[config.mk]
export PLATFORM = sky130hd
export DESIGN_NAME = sram_controller
export DESIGN_NICKNAME = d
export VERILOG_FILES = /design/src/rtl/sram_controller_pkg.sv /design/src/rtl/sram_wait_counter.sv /design/src/rtl/sram_controller.sv
export SDC_FILE = /design/constraint.sdc
export NUM_CORES = 1
export LEC_CHECK = 0
export ABC_AREA = 1
export CORE_MARGIN = 2
export CORE_UTILIZATION = 65
export DETAILED_ROUTE_END_ITERATION = 6
export DONT_BUFFER_PORTS = 1
export GPL_TIMING_DRIVEN = 0
export HOLD_SLACK_MARGIN = 0.05
export PLACE_DENSITY = 0.79
export SYNTH_ARGS = -nofsm -noshare
export SYNTH_HDL_FRONTEND = slang
export SYNTH_SLANG_ARGS = --single-unit
[constraint.sdc]
create_clock -name clk -period 2.92 [get_ports clk]
set_input_delay 0.876 -clock clk [delete_from_list [all_inputs] [get_ports clk]]
set_output_delay 0.876 -clock clk [all_outputs]
set_load 0.1 [all_outputs]
[src/rtl/sram_controller_pkg.sv]
// Shared state encoding, widths and default address window for the SRAM controller.
package sram_controller_pkg;

    localparam int unsigned WORD_W  = 32;
    localparam int unsigned SRAM_AW = 18;
    localparam int unsigned SRAM_DW = 16;

    localparam logic [WORD_W-1:0] DEFAULT_BASE_ADDR = 32'd1024;

    typedef enum logic [2:0] {
        IDLE  = 3'd0,
        RD_LO = 3'd1,
        RD_HI = 3'd2,
        WR_LO = 3'd3,
        WR_HI = 3'd4,
        DONE  = 3'd5
    } state_t;

    function automatic logic is_hi_half(input state_t s);
        return (s == RD_HI) || (s == WR_HI);
    endfunction

endpackage

[src/rtl/sram_wait_counter.sv]
// Counts the cycles spent in one SRAM half; terminal count flags the last cycle of that half.
module sram_wait_counter #(
    parameter int unsigned WAIT_CYCLES = 1
) (
    input  logic clk,
    input  logic rst,
    input  logic i_clear,
    output logic o_tc_c
);

    localparam int unsigned CNT_W = (WAIT_CYCLES < 1) ? 1 : $clog2(WAIT_CYCLES + 1);

    logic [CNT_W-1:0] r_count;

    // Holds at terminal count so a stalled clear can never wrap the counter.
    always_ff @(posedge clk) begin
        if (rst) begin
            r_count <= '0;
        end else if (i_clear) begin
            r_count <= '0;
        end else if (!o_tc_c) begin
            r_count <= r_count + CNT_W'(1);
        end
    end

    assign o_tc_c = (r_count == CNT_W'(WAIT_CYCLES));

endmodule

[src/rtl/sram_controller.sv]
// Sequences one 32-bit load or store as two 16-bit SRAM halves, stalling the pipeline meanwhile.
module sram_controller
    import sram_controller_pkg::*;
#(
    parameter logic [31:0] BASE_ADDR   = DEFAULT_BASE_ADDR,
    parameter int unsigned WAIT_CYCLES = 1
) (
    input  logic               clk,
    input  logic               rst,
    input  logic               MEM_R_EN,
    input  logic               MEM_W_EN,
    input  logic [WORD_W-1:0]  ALU_result,
    input  logic [WORD_W-1:0]  Val_Rm,
    output logic               ready,
    output logic [WORD_W-1:0]  read_data,
    output logic [SRAM_AW-1:0] SRAM_ADDR,
    output logic [SRAM_DW-1:0] SRAM_DQ_out,
    output logic               SRAM_DQ_oe,
    input  logic [SRAM_DW-1:0] SRAM_DQ_in,
    output logic               SRAM_WE_N,
    output logic               SRAM_OE_N,
    output logic               SRAM_CE_N,
    output logic               SRAM_UB_N,
    output logic               SRAM_LB_N
);

    state_t            r_state;
    state_t            w_next_state;
    logic [WORD_W-1:0] r_addr;
    logic [WORD_W-1:0] r_wdata;
    logic              w_req;
    logic              w_tc;
    logic              w_clear;
    logic              w_half;
    logic              w_unused_addr;

    assign w_req  = MEM_R_EN | MEM_W_EN;
    assign w_half = is_hi_half(r_state);

    // Only word-aligned accesses within the SRAM window are meaningful.
    assign w_unused_addr = ^{r_addr[WORD_W-1:19], r_addr[1:0]};

    // Each state entry starts a fresh count; outside the halves the counter idles at zero.
    assign w_clear = (w_next_state != r_state) || (r_state == IDLE) || (r_state == DONE);

    sram_wait_counter #(
        .WAIT_CYCLES (WAIT_CYCLES)
    ) u_wait_counter (
        .clk     (clk),
        .rst     (rst),
        .i_clear (w_clear),
        .o_tc_c  (w_tc)
    );

    always_ff @(posedge clk) begin
        if (rst) begin
            r_state   <= IDLE;
            r_addr    <= '0;
            r_wdata   <= '0;
            read_data <= '0;
        end else begin
            r_state <= w_next_state;
            if ((r_state == IDLE) && w_req) begin
                r_addr  <= ALU_result - BASE_ADDR;
                r_wdata <= Val_Rm;
            end
            if ((r_state == RD_LO) && w_tc) begin
                read_data[15:0] <= SRAM_DQ_in;
            end
            if ((r_state == RD_HI) && w_tc) begin
                read_data[31:16] <= SRAM_DQ_in;
            end
        end
    end

    // Next-state and SRAM strobes; WE_N rises on the last cycle of a write half with address/data held.
    always_comb begin
        w_next_state = r_state;
        ready        = 1'b0;
        SRAM_ADDR    = '0;
        SRAM_DQ_out  = '0;
        SRAM_DQ_oe   = 1'b0;
        SRAM_WE_N    = 1'b1;
        SRAM_OE_N    = 1'b1;
        case (r_state)
            IDLE: begin
                ready = !w_req;
                if (MEM_W_EN) begin
                    w_next_state = WR_LO;
                end else if (MEM_R_EN) begin
                    w_next_state = RD_LO;
                end
            end
            RD_LO, RD_HI: begin
                SRAM_ADDR = {r_addr[18:2], w_half};
                SRAM_OE_N = 1'b0;
                if (w_tc) begin
                    w_next_state = (r_state == RD_LO) ? RD_HI : DONE;
                end
            end
            WR_LO, WR_HI: begin
                SRAM_ADDR   = {r_addr[18:2], w_half};
                SRAM_DQ_oe  = 1'b1;
                SRAM_DQ_out = w_half ? r_wdata[31:16] : r_wdata[15:0];
                SRAM_WE_N   = w_tc;
                if (w_tc) begin
                    w_next_state = (r_state == WR_LO) ? WR_HI : DONE;
                end
            end
            DONE: begin
                ready        = 1'b1;
                w_next_state = IDLE;
            end
            default: begin
                w_next_state = IDLE;
            end
        endcase
    end

    assign SRAM_CE_N = 1'b0;
    assign SRAM_UB_N = 1'b0;
    assign SRAM_LB_N = 1'b0;

endmodule

==> flow_summary_export.csv <==
group,metric,value,unit
cells_and_area,post_route_cells_drive_above_1_share,21.0,%
synthesis,syn_inst,508,
die,core,5540,sq um
worst_hold_path,worst_hold_startpoint,"r_wdata[19]",
cells_and_area,seqCellArea,1710,sq um
power_and_ir_drop,vdd_drop_max,0.659,mV
timing,layout_setup_ws,-0.134,ns
global_route,track_usage,30.7,%
worst_hold_path,whs_path_depth,2,
timing,finalHoldViolations,0,
synthesis,synthAdderAreaFrac,0.333,%
cells_and_area,area_growth,19.8,%
global_route,grt_pass1_wl,15100,um
synthesis,ys_seq_area_share,45.2,%
power_and_ir_drop,finalPower,4030,uW
critical_path,cp.required,2.04,ns
run_status,violations,"setup timing",
flow_run,maxCapViolCount,0,
cts,clk_root_buffer_cell,"clkbuf_8",
detailed_routing,drt_wl_total,9680,um
global_route,grt-ovfl-total,0,
synthesis,synth_top_family_by_area,"compound AO/OA/AOI/OAI gates",
detailed_routing,via_count,3409,
synthesis,synth_simple_gate_area_share,20.7,%
cells_and_area,final_cell_mix,"dfxtp_1, nor2_1, o21ai_0",
timing,finalCriticalPeriod,3.05,ns
synthesis,synthXorXnorAreaFrac,0.233,%
cts,max-clock-path-buffers,2,
placed_design,gp_congestion,0.912,
timing,rsz0062_at_grt,"yes",
worst_hold_path,min_to,"r_wdata[19]",
power_and_ir_drop,powerDensity,895,nW/um^2
power_and_ir_drop,leakage,0.00179,uW
synthesis,yosys_register_bits,85,
timing,setup_viol,24,
cts,clk_pin_slew,0.08,ns
placed_design,portBuffers,0,
run_status,status,"finished with violations",
die,die_y,80.1,um
cells_and_area,final_cells,605,
synthesis,yosysUniqueCellTypes,32,
cts,ctsHoldBuffers,0,
timing,slew_headroom,32.7,%
critical_path,rrSetupSlack,1.30,ns
detailed_routing,drt_iter0_markers,268,
global_route,grt_max_degree,14,
cells_and_area,num-fill-cells,374,
cells_and_area,final_common_cell,"dfxtp_1",
detailed_routing,wl_per_cell,16.0,um
detailed_routing,drcViolationCount,0,
critical_path,worstSetupPathType,"register to output pin",
die,die-area,6410,sq um
synthesis,yosys_warnings,0,
global_route,grt_pass1_vias,3315,
cts,cts.sinks,85,
die,dieWidth,80.1,um
critical_path,reg2regPathDepth,7,
cts,tritoncts,"done",
placed_design,dpl.hpwl,6730,um
die,pin_count,157,
detailed_routing,ant_nets,0,
cts,clk_latency,0.35,ns
synthesis,synthMuxAreaShare,0,%
timing,drv_slew,0,
synthesis,synth_area,3760,sq um
cts,cts.htree.levels,3,
critical_path,critPathArrivalTime,2.18,ns
critical_path,r2r_end,"r_wdata[13]",
cells_and_area,diodes,0,
global_route,antenna_found_initial,0,
critical_path,cp_max_fo,7,
critical_path,endpoint_kind,"output pin",
detailed_routing,dr.pass1.iters,4,
timing,finalCritPeriodShare,105,%
critical_path,reg2reg_from,"r_state[1]",
synthesis,postSynthAreaPerCell,7.41,sq um
detailed_routing,vias_per_cell,5.63,
cells_and_area,multi_input_area,1930,sq um
synthesis,synth-compound-area-share,21.6,%
timing,fmax,327,MHz
timing,worst_slew_pin_slew,1.01,ns
cts,cts_buffers,9,
die,rows,27,
worst_hold_path,hold_class,"register to register",
placed_design,placed_cells,582,
placed_design,place_ws,-0.197,ns
cells_and_area,nNetsFinal,614,
timing,skew,0.0114,ns
critical_path,start_kind,"register",
die,floorplan.initialDensity,67.9,%
## registers in the layout, indices dropped and copies added, names as in the netlist
signal	count
r_addr	17
r_state	3
r_wdata	32
read_data	32
u_wait_counter.o_tc_c	1
## where the power goes
| part | leakage, uW | total [uW] | internal, uW | switching (uW) |
|---|---|---|---|---|
| Clock | 0.0000812 | 729 | 325 | 404 |
| Sequential | 0.000699 | 1620 | 1330 | 290 |
| Combinational | 0.00101 | 1690 | 434 | 1250 |
## Yosys cell counts
cell / n / share of area, %
and2_1: 1 / 0.17
buf_6: 7 / 2.1
nand2_4: 1 / 0.30
a31oi_1: 1 / 0.17
o22ai_1: 1 / 0.17
nand3_2: 3 / 0.80
nand2_2: 5 / 0.83
nand3b_1: 1 / 0.20
a21oi_1: 60 / 8.0
nor2_2: 12 / 2.0
a21oi_2: 8 / 1.9
o21ai_2: 7 / 1.6
nand2_1: 63 / 6.3
xor2_1: 1 / 0.23
dfxtp_1: 85 / 45
nor2_4: 2 / 0.60
o21ai_0: 72 / 9.6
conb_1: 1 / 0.10
buf_4: 7 / 1.4
nor2_1: 82 / 8.2
inv_4: 1 / 0.17
or2_1: 1 / 0.17
inv_1: 53 / 5.3
nand3_1: 9 / 1.2
clkbuf_2: 2 / 0.27
buf_2: 5 / 0.67
buf_12: 1 / 0.53
clkbuf_1: 8 / 0.80
clkinv_2: 1 / 0.13
inv_2: 4 / 0.40
ha_1: 1 / 0.33
o21ai_1: 2 / 0.27
## cells by family after synthesis
| group | Yosys count |
|---|---|
| AOI/OAI and AO/OA | 151 |
| adders and majority gates | 1 |
| other | 1 |
| and+or+nand+nor | 180 |
| xor gates and xnor gates | 1 |
| buffers and inverters | 89 |
| DFF | 85 |
## through the flow
step                TNS, ns  util [%]  hold WS [ns]  instance area, sq um
detailed placement    -1.68      72.2         0.452                  4000
finish                -2.18      81.3         0.470                  4510
global placement      -4.61      71.7         0.438                  3980
global route          -3.93      81.3         0.488                  4510
floorplan             -2.35         -         0.430                  3880
CTS                   -2.46      80.9         0.465                  4480
## cell type report
type	count	area share, %
clock buffers	11	3.14
clock inverters	4	0.555
inverters	59	5.33
plain buffers	30	5.36
flip-flops and latches	85	38.0
multi-input cells	336	42.8
repair buffers	8	2.89
well taps	72	2.00
## worst max path at each step
stage                from              to  slack [ns]  cells past startpoint
3_5_place_dp   r_state[0]    SRAM_ADDR[6]       -0.20                      6
4_1_cts        r_state[1]   SRAM_ADDR[17]       -0.17                      7
6_report       r_state[1]    SRAM_ADDR[6]       -0.13                      7
2_1_floorplan  r_state[1]  SRAM_DQ_out[6]       -0.40                      4
5_1_grt        r_state[1]    SRAM_ADDR[6]       -0.19                      7
3_3_place_gp   r_state[1]  SRAM_DQ_out[0]       -0.62                      4
## critical path, cell delays in order, from the launching register on
cell and delay (ns):
dfxtp_4 0.37, buf_12 0.13, nand2_4 0.08, nand3_4 0.32, nand2_4 0.23, inv_8 0.06, buf_12 0.15, nor2_4 0.49
## routing by layer
layer  global-route usage, %  part of all wire (%)  vias up
met2                    55.1                    51      150
met1                    33.5                    38     1589
met5                       0                     0        -
met3                    8.76                   9.2       13
li1                        -                     -     1657
met4                    13.6                   1.7        0
## what timing repair did
item | in CTS | in global routing
gates resized for setup | 43 | 10
gates cloned | 2 | 0
endpoints found under the setup margin | 35 | 34
setup buffers | 6 | 0
pin swaps | 5 | 5
No activity file was read; power rests on OpenSTA's default activity.
